<file path="src/rtl/codec_intf_pkg.sv">
// Shared constants and types for the CS4272 serial audio interface.
// Frame timing is fixed at 1024 system clocks: 2 halves x 32 slots x 16 clocks.
package codec_intf_pkg;

  localparam int SAMPLE_W    = 16;
  localparam int FRAME_CNT_W = 10;
  localparam int SLOT_W      = 5;

  localparam logic [3:0] RX_SAMPLE_PH = 4'b0111;
  localparam logic [3:0] TX_SHIFT_PH  = 4'b1111;

  localparam logic [FRAME_CNT_W-1:0] LEFT_LOAD_CNT  = 10'd1023;
  localparam logic [FRAME_CNT_W-1:0] RIGHT_LOAD_CNT = 10'd511;

  typedef logic signed [SAMPLE_W-1:0] sample_t;

  typedef enum logic [1:0] {
    ST_CODEC_RST,
    ST_WARMUP,
    ST_RUN
  } link_state_e;

  // Slots beyond the sample width are padding within the 32-bit slot.
  function automatic logic is_data_slot(input logic [SLOT_W-1:0] slot, input int data_w);
    return 32'(slot) < data_w;
  endfunction

endpackage

</file>
<file path="src/rtl/audio_shift_reg.sv">
// MSB-first shift register: parallel load wins over shift; serial out is the MSB.
// Latency: one clk from load/shift to outputs; no backpressure.
module audio_shift_reg #(
  parameter int W = 16
) (
  input  logic         clk,
  input  logic         rst_n,
  input  logic         i_load,
  input  logic [W-1:0] i_load_dat,
  input  logic         i_shift,
  input  logic         i_ser,
  output logic         o_ser,
  output logic [W-1:0] o_par
);

  logic [W-1:0] r_sh;

  always_ff @(posedge clk or negedge rst_n) begin
    if (!rst_n) begin
      r_sh <= '0;
    end else if (i_load) begin
      r_sh <= i_load_dat;
    end else if (i_shift) begin
      r_sh <= {r_sh[W-2:0], i_ser};
    end
  end

  assign o_ser = r_sh[W-1];
  assign o_par = r_sh;

endmodule

</file>
<file path="src/rtl/codec_intf.sv">
// CS4272 left-justified serial interface: clock generation, ADC deserialise, DAC serialise.
// Latency: samples captured at vld go out in the next frame; no backpressure (fixed frame rate).
module codec_intf
  import codec_intf_pkg::*;
#(
  parameter int DATA_W         = SAMPLE_W,
  parameter int STARTUP_FRAMES = 2
) (
  input  logic                     clk,
  input  logic                     rst_n,
  input  logic signed [DATA_W-1:0] lft_in,
  input  logic signed [DATA_W-1:0] rht_in,
  output logic signed [DATA_W-1:0] lft_out,
  output logic signed [DATA_W-1:0] rht_out,
  output logic                     vld,
  output logic                     MCLK,
  output logic                     SCLK,
  output logic                     LRCLK,
  output logic                     SDin,
  input  logic                     SDout,
  output logic                     RSTn
);

  localparam int SU_W = (STARTUP_FRAMES < 2) ? 1 : $clog2(STARTUP_FRAMES);

  logic [FRAME_CNT_W-1:0] r_cnt;
  logic                   r_mclk, r_sclk, r_lrclk, r_rstn, r_vld;
  logic [DATA_W-1:0]      r_lft_out, r_rht_out, r_hold_l, r_hold_r;
  link_state_e            r_state;
  logic [SU_W-1:0]        r_su_cnt;

  logic [FRAME_CNT_W-1:0] w_cnt_nxt;
  logic                   w_wrap;
  link_state_e            w_state_nxt;
  logic [SU_W-1:0]        w_su_cnt_nxt;
  logic                   w_vld_nxt;
  logic                   w_rx_sample, w_rx_l_shift, w_rx_r_shift;
  logic                   w_tx_left_ld, w_tx_right_ld, w_tx_load, w_tx_shift;
  logic [DATA_W-1:0]      w_tx_load_dat;
  logic [DATA_W-1:0]      w_rx_l_par, w_rx_r_par;
  logic                   w_tx_ser;
  logic                   w_rx_l_ser_unused, w_rx_r_ser_unused;
  logic [DATA_W-1:0]      w_tx_par_unused;

  assign w_cnt_nxt = r_cnt + FRAME_CNT_W'(1);
  assign w_wrap    = (r_cnt == LEFT_LOAD_CNT);

  // Clock outputs are registered from the next count so they match the current cnt decode.
  always_ff @(posedge clk or negedge rst_n) begin
    if (!rst_n) begin
      r_cnt   <= '0;
      r_mclk  <= 1'b0;
      r_sclk  <= 1'b0;
      r_lrclk <= 1'b1;
    end else begin
      r_cnt   <= w_cnt_nxt;
      r_mclk  <= w_cnt_nxt[1];
      r_sclk  <= w_cnt_nxt[3];
      r_lrclk <= ~w_cnt_nxt[9];
    end
  end

  always_ff @(posedge clk or negedge rst_n) begin
    if (!rst_n) begin
      r_state  <= ST_CODEC_RST;
      r_su_cnt <= '0;
      r_rstn   <= 1'b0;
      r_vld    <= 1'b0;
    end else begin
      r_state  <= w_state_nxt;
      r_su_cnt <= w_su_cnt_nxt;
      r_rstn   <= (w_state_nxt != ST_CODEC_RST);
      r_vld    <= w_vld_nxt;
    end
  end

  // Codec held in reset for one frame, then warmed up for STARTUP_FRAMES frames.
  always_comb begin
    w_state_nxt  = r_state;
    w_su_cnt_nxt = r_su_cnt;
    if (w_wrap) begin
      case (r_state)
        ST_CODEC_RST: begin
          w_su_cnt_nxt = '0;
          w_state_nxt  = (STARTUP_FRAMES == 0) ? ST_RUN : ST_WARMUP;
        end
        ST_WARMUP: begin
          if (r_su_cnt == SU_W'(STARTUP_FRAMES - 1)) begin
            w_state_nxt = ST_RUN;
          end else begin
            w_su_cnt_nxt = r_su_cnt + SU_W'(1);
          end
        end
        default: ;
      endcase
    end
  end

  assign w_vld_nxt = (w_cnt_nxt == LEFT_LOAD_CNT) && (r_state == ST_RUN);

  assign w_rx_sample  = (r_cnt[3:0] == RX_SAMPLE_PH) && is_data_slot(r_cnt[8:4], DATA_W);
  assign w_rx_l_shift = w_rx_sample && !r_cnt[9];
  assign w_rx_r_shift = w_rx_sample &&  r_cnt[9];

  audio_shift_reg #(.W(DATA_W)) u_rx_l (
    .clk        (clk),
    .rst_n      (rst_n),
    .i_load     (1'b0),
    .i_load_dat ('0),
    .i_shift    (w_rx_l_shift),
    .i_ser      (SDout),
    .o_ser      (w_rx_l_ser_unused),
    .o_par      (w_rx_l_par)
  );

  audio_shift_reg #(.W(DATA_W)) u_rx_r (
    .clk        (clk),
    .rst_n      (rst_n),
    .i_load     (1'b0),
    .i_load_dat ('0),
    .i_shift    (w_rx_r_shift),
    .i_ser      (SDout),
    .o_ser      (w_rx_r_ser_unused),
    .o_par      (w_rx_r_par)
  );

  // Left word bypasses the holding register on the vld cycle so it goes out in the very next frame.
  assign w_tx_left_ld  = (r_cnt == LEFT_LOAD_CNT);
  assign w_tx_right_ld = (r_cnt == RIGHT_LOAD_CNT);
  assign w_tx_load     = w_tx_left_ld || w_tx_right_ld;
  assign w_tx_shift    = (r_cnt[3:0] == TX_SHIFT_PH);
  assign w_tx_load_dat = w_tx_right_ld ? r_hold_r : (r_vld ? lft_in : r_hold_l);

  // Zeros shifted in behind the sample provide the padding slots.
  audio_shift_reg #(.W(DATA_W)) u_tx (
    .clk        (clk),
    .rst_n      (rst_n),
    .i_load     (w_tx_load),
    .i_load_dat (w_tx_load_dat),
    .i_shift    (w_tx_shift),
    .i_ser      (1'b0),
    .o_ser      (w_tx_ser),
    .o_par      (w_tx_par_unused)
  );

  always_ff @(posedge clk or negedge rst_n) begin
    if (!rst_n) begin
      r_lft_out <= '0;
      r_rht_out <= '0;
      r_hold_l  <= '0;
      r_hold_r  <= '0;
    end else begin
      if (w_vld_nxt) begin
        r_lft_out <= w_rx_l_par;
        r_rht_out <= w_rx_r_par;
      end
      if (r_vld) begin
        r_hold_l <= lft_in;
        r_hold_r <= rht_in;
      end
    end
  end

  assign lft_out = r_lft_out;
  assign rht_out = r_rht_out;
  assign vld     = r_vld;
  assign MCLK    = r_mclk;
  assign SCLK    = r_sclk;
  assign LRCLK   = r_lrclk;
  assign SDin    = w_tx_ser;
  assign RSTn    = r_rstn;

endmodule
</file>
<file path="config.mk">
export PLATFORM = sky130hd
export DESIGN_NAME = codec_intf
export DESIGN_NICKNAME = d
export VERILOG_FILES = /design/src/rtl/codec_intf_pkg.sv /design/src/rtl/audio_shift_reg.sv /design/src/rtl/codec_intf.sv
export SDC_FILE = /design/constraint.sdc
export NUM_CORES = 1
export LEC_CHECK = 0
export ABC_AREA = 0
export ABC_CLOCK_PERIOD_IN_PS = 3000
export CORE_MARGIN = 2
export CORE_UTILIZATION = 45
export DETAILED_ROUTE_END_ITERATION = 16
export PLACE_DENSITY = 0.75
export SLEW_MARGIN = 10
export SYNTH_ARGS = -nofsm -noshare
export SYNTH_HDL_FRONTEND = slang
export SYNTH_HIERARCHICAL = 1
export SYNTH_SLANG_ARGS = --single-unit
</file>
<file path="constraint.sdc">
create_clock -name clk -period 3 [get_ports clk]
set_clock_uncertainty 0.05 [all_clocks]
set_input_delay 0.75 -clock clk [delete_from_list [all_inputs] [get_ports clk]]
set_output_delay 0.75 -clock clk [all_outputs]
set_load 0.01 [all_outputs]
</file>
==> Word-level counts from Yosys, hierarchy flattened <==
Cells that the tools add are included.
{ "classes": {"addsub": 2, "order_cmp": 1, "eq_ne": 7, "mux": 9, "bitwise": 1, "n_reduce_logical": 11} }
{ "ops": {"columns": ["operator", "n"], "rows": [
  ["16-bit two-way mux", 4],
  ["10-bit == test, second input constant", 2],
  ["10-bit by 1-bit adder with 10-bit output, second input constant", 1],
  ["10-bit by 9-bit == test with 1-bit output, second input constant", 1],
  ["2-bit nonzero test", 3],
  ["5-bit < comparator, second input constant", 1],
  ["4-bit by 3-bit == test with 1-bit output, second input constant", 1],
  ["4-bit == test, second input constant", 1],
  ["1-bit logical AND", 4],
  ["2-bit two-way mux", 2],
  ["2-bit case mux with 2 select lines", 1],
  ["2-bit by 1-bit == test with 1-bit output, second input constant", 1],
  ["2-bit == test, second input constant", 1],
  ["2-bit logical NOT", 1],
  ["1-bit case mux with 2 select lines", 1],
  ["2-bit AND reduction", 1],
  ["1-bit adder, second input constant", 1],
  ["1-bit logical NOT", 1],
  ["1-bit logical OR", 1],
  ["1-bit two-way mux", 1],
  ["1-bit NOT", 1]
]} }
{ "word_totals": {"regBits": 130, "in_bits": 35, "out_inout_bits": 38, "word_cells": 46} }

==> Depth between registers and ports, before layout <==
Gate-level depths: netlist (run 1).
{ "logic_depth": {"depth_word": 4, "ltp_mapped": 8, "ltp_nobuf": 6} }

==> By module <==
The synthesis (run 1) kept the hierarchy.
{ "by_module_without_submodules": {"columns": ["mod", "n_inst", "cells_per_inst", "area_per_inst_um2"], "rows": [
  ["codec_intf", 1, 237, 3423.3],
  ["audio_shift_reg", 3, 70, 752.0]
]} }

==> Least setup slack after synthesis (run 1) <==
Ideal clock, no wire load.
{ "synth_timing": {"path_kind": "flip-flop to flip-flop", "startpoint": "register r_cnt[1]", "endpoint": "register u_tx.r_sh[13] (netlist: u_tx/o_par[13])", "setup_time_ps": 134, "arrival_time_ps": 2291, "t_required_ps": 2816, "slack_ps": 525, "path_stages_with_launch": 9, "period_less_slack_ps": 2475, "cell_sequence": "dfrtp_1 -> ha_1 -> buf_2 -> nand4_1 -> nor3_1 -> buf_2 -> mux2_2 -> nand2_1 -> o21ai_0"} }
{ "synth_between": {"elab_chain_len": 3, "elab_cells_between_ends": 7} }
{ "synth_rtl": {"columns": ["item", "line_no", "source"], "rows": [
  ["from (decl)", "codec_intf.sv:26", "logic [FRAME_CNT_W-1:0] r_cnt;"],
  ["from (signal assigned)", "codec_intf.sv:56", "r_cnt <= w_cnt_nxt;"],
  ["10-bit by 9-bit == test with 1-bit output", "codec_intf.sv:129", "assign w_tx_right_ld = (r_cnt == RIGHT_LOAD_CNT);"],
  ["16-bit two-way mux", "codec_intf.sv:132", "assign w_tx_load_dat = w_tx_right_ld ? r_hold_r : (r_vld ? lft_in : r_hold_l);"],
  ["via w_tx_load_dat[13]", "codec_intf.sv:39", "logic [DATA_W-1:0] w_tx_load_dat;"],
  ["16-bit two-way mux", "audio_shift_reg.sv:21", "end else if (i_load) begin"],
  ["to (signal assigned)", "audio_shift_reg.sv:22", "r_sh <= i_load_dat;"],
  ["to (signal assigned)", "audio_shift_reg.sv:24", "r_sh <= {r_sh[W-2:0], i_ser};"],
  ["to (decl)", "audio_shift_reg.sv:16", "logic [W-1:0] r_sh;"]
]} }
The timed path passes the listed nets, and every way through them passes these cells.
A chain may end at the register's enable or synchronous reset.

==> Worst setup path after layout (run 1) <==
{ "layout_timing": {"startpoint": "register r_cnt[1]", "endpoint": "register r_rht_out[0] (netlist: rht_out[0])"} }
{ "layout_between": {"elab_chain_len": 3} }
{ "layout_rtl": {"columns": ["item", "line_no", "source"], "rows": [
  ["10-bit by 1-bit adder with 10-bit output", "codec_intf.sv:45", "assign w_cnt_nxt = r_cnt + FRAME_CNT_W'(1);"],
  ["10-bit == test", "codec_intf.sv:99", "assign w_vld_nxt = (w_cnt_nxt == LEFT_LOAD_CNT) && (r_state == ST_RUN);"],
  ["1-bit logical AND", "codec_intf.sv:99", null],
  ["to (signal assigned)", "codec_intf.sv:155", "r_rht_out <= w_rx_r_par;"],
  ["to (decl)", "codec_intf.sv:28", "logic [DATA_W-1:0] r_lft_out, r_rht_out, r_hold_l, r_hold_r;"]
]} }
No other way between the ends.

==> results of run 1 <==
## where the power goes
| group | internal (W) | switching (W) |
|---|---|---|
| clock | 0.00152 | 0.000748 |
| combinational | 0.0000718 | 0.0000803 |
| sequential | 0.00177 | 0.0000330 |
| total | 0.00336 | 0.000861 |
## final cells by class
cell class | count | area [um2] | area share, %
clock buffers | 19 | 452.9 | 6.192
clock inverters | 13 | 207.7 | 2.840
inverters | 3 | 11.26 | 0.1540
multi-input cells | 326 | 2412 | 32.98
flip-flops and latches | 128 | 3204 | 43.81
well taps | 172 | 215.2 | 2.942
repair buffers | 81 | 810.8 | 11.08
## how the worst max path moves through the flow
stage                                 endpoint  slack, ns  cells after the start
finish                  rht_out[0]$_DFFE_PN0P_       0.46                      6
global route            lft_out[4]$_DFFE_PN0P_       0.35                      7
CTS                     rht_out[0]$_DFFE_PN0P_       0.45                      6
detailed placement      rht_out[0]$_DFFE_PN0P_       0.46                      6
global placement        rht_out[8]$_DFFE_PN0P_       0.53                      6
floorplan           u_tx/o_par[13]$_DFFE_PN0P_       0.53                      8
## routing by layer
metal / routed length [um] / vias up / track usage (%)
met5: 0 / - / 0
met4: 82 / 0 / 6.190
met3: 492 / 5 / 5.605
met2: 5200 / 75 / 28.02
met1: 4782 / 1748 / 22.01
li1: - / 1733 / -
## placed cells by master, fill, tap and decap left out, types with 4 or more instances in the layout
cell type / instances
dfrtp_1: 127
o21ai_0: 19
mux2_2: 53
buf_4: 8
o21ai_1: 30
clkinvlp_4: 4
nand4_1: 5
xnor2_1: 4
mux2_1: 29
bufinv_16: 5
nand3_1: 4
nand2_1: 55
clkbuf_16: 17
conb_1: 43
clkdlybuf4s50_1: 71
nor2_1: 5
mux2i_1: 48
## worst register-to-register path: cells and delay by family (launching register included)
kind                       cells  cell delay (ns)
AOI/OAI and AO/OA              2             0.73
adders and majority gates      1             0.37
buffers and inverters          1             0.26
DFF                            1             0.43
muxes                          1             0.37
and+or+nand+nor                1             0.22
## through the flow
step           hold WS [ns]  utilization (%)  total power [W]  cell area [um2]
5_1_grt              0.2768            58.68         0.004384             7315
6_report             0.2588            58.68         0.004220             7315
2_1_floorplan        0.4044                -         0.001886             5829
3_5_place_dp         0.4237            53.38         0.001981             6654
4_1_cts              0.2618            58.68         0.004267             7315
3_3_place_gp         0.4196            53.38         0.001974             6654
## registers in the layout, summed over array words and instances, names as in the netlist, 2 cells and up
register / cells
lft_out: 16
r_cnt: 10
r_hold_l: 16
r_hold_r: 16
r_state: 2
rht_out: 16
u_rx_l/o_par: 16
u_rx_r/o_par: 16
u_tx/o_par: 16
==> impl_results.md, run 1 <==
- Die width: 116.3 um
- Max Clk Rate: 0.3944 GHz
- Global-route wire length before repair: 18.11 mm
- Initial antenna violation count: 0
- Layout area overhead: 28.97%
- Rows: 41
- CTS sink cnt: 128
- Clk slew on worst S/H paths: 0.06 ns
- Critical path's slowest cell: dfrtp_1
- Count of buffer and inverter cells on the critical path: 1
- Ant diodes: 0
- Reg-to-reg endpoint: rht_out[0]$_DFFE_PN0P_
- DR vias: 3561
- Layout cells sized above 1: 17.89%
- Clock root cell: clkbuf_16
- Post-Route WL: 10.56 mm
- Final worst setup slack: 0.4645 ns
- Initial core utilization: 45.50%
- Clock Tree Buf Depth: 2
- Place WS: 0.4640 ns
- Cells after Synth: 446
- Number of buffers created by CTS: 17
- Total track usage: 17.33%
- Syn Std Cell Area: 5672 um2
- Syn. warnings: 6
- Period utilization: 84.52%
- RePlAce Congestion: 0.7862
- Die Span Y: 116.3 um
- Worst Path Required: 3.24 ns
- Max-cap viol count: 0
- RR Startpoint: r_cnt[1]$_DFF_PN0_
- CTS tree: built
- Min-delay worst type: in2async
- Max H-tree Level: 4
- Power per Cell Area: 576.9 nW/um2
- Leak: 3.173 nW
- Reg2Reg Depth: 6
- Max incr delay on CP: 0.43 ns
- CP Cell Sequence: ha_1, nand3b_1, o311a_1, a2111oi_4, buf_12, mux2_1
- Finished Layout Cells: 742
- I/O pin cnt: 73
- Critical Path End Type: flip-flop
- Peak supply drop: 0.3487 mV
- Hold Violations, Final: 0
- Worst Path Max Fanout: 33
- Placeable Area: 12470 um2
- Status: finished clean
- Max-slew violations: 0
- Die ar.: 13520 um2
- Hpwl dp: 7.014 mm
- Fill count: 1043
- Placed Cells: 710
- WL/cell: 14.23 um
- Setup bufs post-CTS: 0
- Clock Latency Late Sink: 0.41 ns
- # hold bufs at CTS: 0
- PortBufs: 72
- DRC viols: 0
- Crit start category: flip-flop
- Critical path launch point: r_cnt[1]$_DFF_PN0_
- Post-layout net count: 594
- Initial DRC count: 173
- Routed Antenna Nets: 0
- Largest net degree at the start of global routing: 65
- Min cycle time layout: 2.536 ns
- Top delay family on crit path: compound AO/OA/AOI/OAI gates
- Critical Path AT: 2.78 ns
- Congestion Overflow GR: 0
- Routed vias/inst: 4.799
- RSZ-0062 raised after global routing: no
- Finish-stage setup viols: 0
- Vias in the first global route: 3816
- Resize count post-CTS: 0
- Total Negative Setup Slacks: 0 ns
- Pre-Repair DR Iteration Count: 5
- Worst R2R Setup Slack: 0.46 ns
- Mean post-synth cell area: 12.72 um2
- Crit Path Class: reg2reg
Power figures use the tool's default switching activity.
==> run 2: changes to the inputs <==
ABC_CLOCK_PERIOD_IN_PS = 2000   (was 3000)
PLACE_DENSITY = 0.78   (was 0.75)
clock period = 2 ns   (was 3 ns; I/O delays follow)
==> run 2 against run 1 <==
The flow now finishes with violations (negative setup slack). Clock power up 33%. Critical path depth did not move. Worst setup slack got worse by 0.71 ns. Via count grew 6.4%. Total power grew 42%. Fmax increased by 13%. Final area rose by 5.9%. Global-route usage increased by 0.78 points. Wire length increased by 7.9%. Clock-buffer cell count rose by 4. Flip-flop and latch count unchanged.
==> impl_results.md, run 2 (synthesis gave the netlist of run 1 again) <==
- Global-route wire length before repair: 19.00 mm
- Post-Route WL: 11.39 mm
- Fill count: 983
- Die width: 116.3 um
- Finished Layout Cells: 774
- CTS tree: built
- Top delay family on crit path: compound AO/OA/AOI/OAI gates
- Rows: 41
- Pre-Repair DR Iteration Count: 4
- Clock Latency Late Sink: 0.40 ns
- Critical path launch point: r_cnt[0]$_DFF_PN0_
- Clock group share of total power: 50.7%
- Initial DRC count: 154
- PortBufs: 72
- CP Cell Sequence: ha_4, nand3b_1, o311a_1, a2111oi_4, buf_12, mux2_2
- Die Span Y: 116.3 um
- Worst hold margin: 0.4368 ns
- Sequential power share: 45.3%
- DR vias: 3788
- RSZ-0062 raised after global routing: yes
- Max Clk Rate: 0.4444 GHz
- Initial core utilization: 45.50%
- Peak supply drop: 0.6630 mV
- Number of buffers created by CTS: 17
- Total track usage: 18.11%
- Total Negative Setup Slacks: -9.424 ns
- I/O pin cnt: 73
- Hold Violations, Final: 0
- Multi-input gate area: 2584 um2
- Overall power: 0.005972 W
- Vias in the first global route: 4098
- Ant diodes: 0
- Placeable Area: 12470 um2
- RePlAce Congestion: 0.8559
- Min cycle time layout: 2.250 ns
- Net Sw Power: 0.001243 W
- Crit start category: flip-flop
- Crit Path Class: reg2reg
- Congestion Overflow GR: 0
- CTS sink cnt: 128
- Worst Path Required: 2.24 ns
- Hpwl dp: 7.501 mm
- Failing checks: negative setup slack
- Critical Path End Type: flip-flop
- Critical path's slowest cell: dfrtp_1
- WL/cell: 14.72 um
- Max H-tree Level: 4
- Finish-stage setup viols: 50
- RR Startpoint: r_cnt[0]$_DFF_PN0_
- Die ar.: 13520 um2
- Worst Path Max Fanout: 33
- Int Power: 0.004729 W
- Max-cap viol count: 0
- Count of buffer and inverter cells on the critical path: 1
- Leak: 3.377 nW
- DRC viols: 0
- Logic pwr share: 4.0%
- Place WS: -0.2492 ns
- Routed Antenna Nets: 0
- Critical Path AT: 2.49 ns
- Post-layout net count: 626
- Clock Tree Buf Depth: 2
- Layout area overhead: 36.55%
- Status: finished, violations left
- Initial antenna violation count: 0
- Worst R2R Setup Slack: -0.25 ns
- Min-delay src: rht_out[12]$_DFFE_PN0P_
- Final worst setup slack: -0.2504 ns
- Routed vias/inst: 4.894
- Most common cell after layout, fill and taps aside: dfrtp_1
- Register area: 3207 um2
- Switching share of power: 20.81%
- Power per Cell Area: 771.1 nW/um2
- Max incr delay on CP: 0.42 ns
- Clk slew on worst S/H paths: 0.05 ns
- Most frequent cells in the layout: 125 x dfrtp_1, 68 x clkdlybuf4s50_1, 48 x mux2i_1
- Min-delay worst type: reg2reg
- Largest net degree at the start of global routing: 34
- Period utilization: 112.5%
- Layout cells sized above 1: 25.91%
- Clock root cell: clkbuf_16
- Max-slew violations: 0
- Placed Cells: 735
-- run 2: worst register-to-register path: cells and delay by family (launching register included) --
kind / cells / cell delay [ns]
AO/OA/AOI/OAI: 2 / 0.68
adder cells (fa/ha/maj): 1 / 0.20
buffers and inverters: 1 / 0.26
flip-flops: 1 / 0.42
multiplexers: 1 / 0.36
AND/OR/NAND/NOR: 1 / 0.15
-- run 2: layer usage --
metal,GRT usage (%),wire [um],vias up
li1,-,-,1808
met4,6.508,175,0
met1,21.85,4982,1875
met3,4.878,473,18
met2,31.32,5758,87
met5,0,0,-
-- run 2: worst paths after layout --
kind / endpoint / depth (start not counted)
worst max register to register: rht_out[6]$_DFFE_PN0P_ / 6
worst max-delay path: rht_out[6]$_DFFE_PN0P_ / 6
worst min register to register: rht_out[12]$_DFFE_PN0P_ / 1
max in group asynchronous: r_hold_r[2]$_DFFE_PN0P_ / 3
min in group asynchronous: r_hold_r[9]$_DFFE_PN0P_ / 2
worst min-delay path: rht_out[12]$_DFFE_PN0P_ / 1
-- run 2: cell type report --
cell class              instances  share of cell area, %
clock buffers                  23                  6.300
clock inverters                 9                  1.373
flip-flops and latches        128                  41.41
multi-input cells             326                  33.36
well taps                     172                  2.779
inverters                       3                 0.1454
repair buffers                113                  14.64
-- run 2: stage by stage --
stage,cell area [um2],utilization (%)
finish,7745,62.13
global route,7745,62.13
CTS,7636,61.26
detailed placement,6917,55.49
global placement,6917,55.49
floorplan,5868,-
-- run 2: repair_timing --
action / 4_1_cts / 5_1_grt
setup endpoints to repair: 44 / 56
hold buffers: 1 / 0
endpoints found under the hold margin: 29 / 0
gates cloned: 1 / 0
pin swaps: 4 / 4
gates resized for setup: 26 / 34
buffers inserted: 3 / 5
-- run 2: power groups by stage --
stage | clock, W | sequential (W) | combinational [W]
detailed placement | 0 | 0.00275 | 0.000231
finish | 0.00303 | 0.00270 | 0.000238
floorplan | 0 | 0.00273 | 0.0000984
global placement | 0 | 0.00274 | 0.000222
CTS | 0.00310 | 0.00270 | 0.000235
global route | 0.00322 | 0.00271 | 0.000274
==> run 3: changes to the inputs <==
CORE_UTILIZATION = 50   (was 45)
PLACE_DENSITY = 0.84   (was 0.78)
==> run 3 against run 2 <==
The run still ends with negative setup slack left. Fmax decreased by 1.4%. Non-clock buffer count grew 9. Sequential share of layout area shrank 0.91 points. Clock power rose by 9.6%. Flip-flop and latch count is the same. Critical path depth increased by 3. Hold slack worse by 0.011 ns. Via count rose by 1.5%. Clock-buffer cell count is 4 lower. Worst setup slack worse by 0.032 ns. Total power is 5.0% higher. Global-route usage grew 2.8 points. Critical path type unchanged. Largest cell class unchanged.
==> impl_results.md, run 3 (synthesis gave the netlist of run 1 again) <==
- Min cycle time layout: 2.282 ns
- Initial core utilization: 51.86%
- Routed vias/inst: 5.117
- RePlAce Congestion: 0.8374
- Failing checks: negative setup slack
- Critical Path End Type: flip-flop
- Worst Path Required: 2.23 ns
- Largest net degree at the start of global routing: 64
- I/O pin cnt: 73
- Total Negative Setup Slacks: -8.718 ns
- Crit start category: flip-flop
- Placed Cells: 710
- Power per Cell Area: 791.4 nW/um2
- Sequential power share: 43.2%
- WL met2: 6.529 mm
- Ant diodes: 0
- Capture point of the critical path: lft_out[15]$_DFFE_PN0P_
- Critical path launch point: r_cnt[0]$_DFF_PN0_
- Post-Route M1 WL: 5.193 mm
- DRC viols: 0
- Finish-stage setup viols: 48
- CTS tree: built
- Reg2Reg Depth: 9
- WL/cell: 16.48 um
- Post-layout net count: 635
- Die ar.: 12210 um2
- Clock group share of total power: 53.0%
- Clock Latency Late Sink: 0.40 ns
- Critical Path AT: 2.51 ns
- Int Power: 0.004918 W
- Worst hold margin: 0.4259 ns
- Peak supply drop: 0.6048 mV
- Clk slew on worst S/H paths: 0.06 ns
- Logic pwr share: 3.9%
- Fill count: 702
- DR vias: 3843
- Layout cells sized above 1: 30.11%
- Most common cell after layout, fill and taps aside: dfrtp_1
- Crit Path Class: reg2reg
- Overall power: 0.006270 W
- Finished Layout Cells: 751
- Max-slew violations: 0
- Initial antenna violation count: 0
- Placeable Area: 10940 um2
- Layout area overhead: 39.69%
- Routed Antenna Nets: 0
- PortBufs: 72
- Pre-Repair DR Iteration Count: 4
- Hpwl dp: 7.898 mm
- Final worst setup slack: -0.2821 ns
- Max Clk Rate: 0.4382 GHz
- RSZ-0062 raised after global routing: yes
- Total track usage: 20.86%
- Max H-tree Level: 4
- Clock root cell: clkbuf_16
- CTS sink cnt: 128
- Die Span Y: 110.5 um
- Top Metal Used: met4
- RR Startpoint: r_cnt[0]$_DFF_PN0_
- Vias in the first global route: 4231
- Number of buffers created by CTS: 17
- Hold Violations, Final: 0
- Most frequent cells in the layout: 124 x dfrtp_1, 68 x clkdlybuf4s50_1, 48 x mux2i_1
- Reg-to-reg endpoint: lft_out[15]$_DFFE_PN0P_
- Met3 wire length: 423 um
- Max-cap viol count: 0
- Net Sw Power: 0.001351 W
- Clock Tree Buf Depth: 2
- Global-route wire length before repair: 20.82 mm
- Congestion Overflow GR: 0
- Leak: 3.461 nW
- Status: finished, violations left
- Switching share of power: 21.56%
- Rows: 38
- Min-delay worst type: in2async
- Period utilization: 114.1%
- Die width: 110.5 um
- Worst Path Max Fanout: 14
- Initial DRC count: 119
- Worst R2R Setup Slack: -0.28 ns
- Post-Route WL: 12.38 mm
run 3: cell count changes in the layout (fill, tap and decap cells not counted), sizes merged:
cell      change
buf           +9
bufinv        +2
clkbuf        -4
clkinv        -3
clkinvlp      -1
inv           +6
run 3: area by class of cell:
type	instances	area (um2)	area share [%]
multi-input combinational	326	2664	33.62
sequential	128	3208	40.49
timing repair buffer	122	1222	15.43
inverter	3	11.26	0.1421
clock inverter	13	198.9	2.511
tap	140	175.2	2.211
clock buffer	19	442.9	5.591
run 3: power by group through the flow:
stage               Clock [W]  Combinational (W)  Sequential [W]
floorplan                   0          0.0000984         0.00273
global placement            0           0.000221         0.00274
detailed placement          0           0.000230         0.00275
CTS                   0.00338           0.000236         0.00271
global route          0.00350           0.000275         0.00271
finish                0.00332           0.000242         0.00271
run 3: per-layer routing:
layer | up-vias | global-route usage, %
met4 | 0 | 7.417
met5 | - | 0
met1 | 1919 | 25.25
met2 | 74 | 36.48
li1 | 1832 | -
met3 | 18 | 4.940
run 3: stage by stage:
stage | worst slack [ns] | util, % | area (um2)
after floorplan | -0.2851 | - | 5868
after global routing | -0.3698 | 72.45 | 7923
final | -0.2821 | 72.45 | 7923
after global placement | -0.2250 | 63.25 | 6917
after CTS | -0.2543 | 71.46 | 7815
after detailed placement | -0.3080 | 63.25 | 6917
run 3: worst max-delay path, stage by stage, from the launching register on:
cell	delay, ns
dfrtp_1	0.41
ha_4	0.19
buf_4	0.12
nand3b_1	0.12
nor3_2	0.19
a211oi_2	0.09
a2111oi_4	0.34
buf_6	0.18
buf_12	0.16
mux2_1	0.33
run 3: how the worst min path moves through the flow:
stage | slack [ns] | end | from
5_1_grt | 0.44 | r_hold_r[9]$_DFFE_PN0P_ | rst_n
4_1_cts | 0.42 | r_hold_r[9]$_DFFE_PN0P_ | rst_n
6_report | 0.43 | r_hold_r[9]$_DFFE_PN0P_ | rst_n
3_3_place_gp | 0.30 | r_hold_r[9]$_DFFE_PN0P_ | rst_n
3_5_place_dp | 0.30 | r_hold_r[9]$_DFFE_PN0P_ | rst_n
2_1_floorplan | 0.15 | RSTn$_DFF_PN0_ | rst_n
run 3: repair_timing:
action                                  4_1_cts  5_1_grt
pin swaps                                     2        4
gates cloned                                  2        0
hold endpoints to repair                      7        0
gates resized for setup                      55       30
hold buffers                                  1        0
endpoints found under the setup margin       54       67
setup buffers                                 6        0
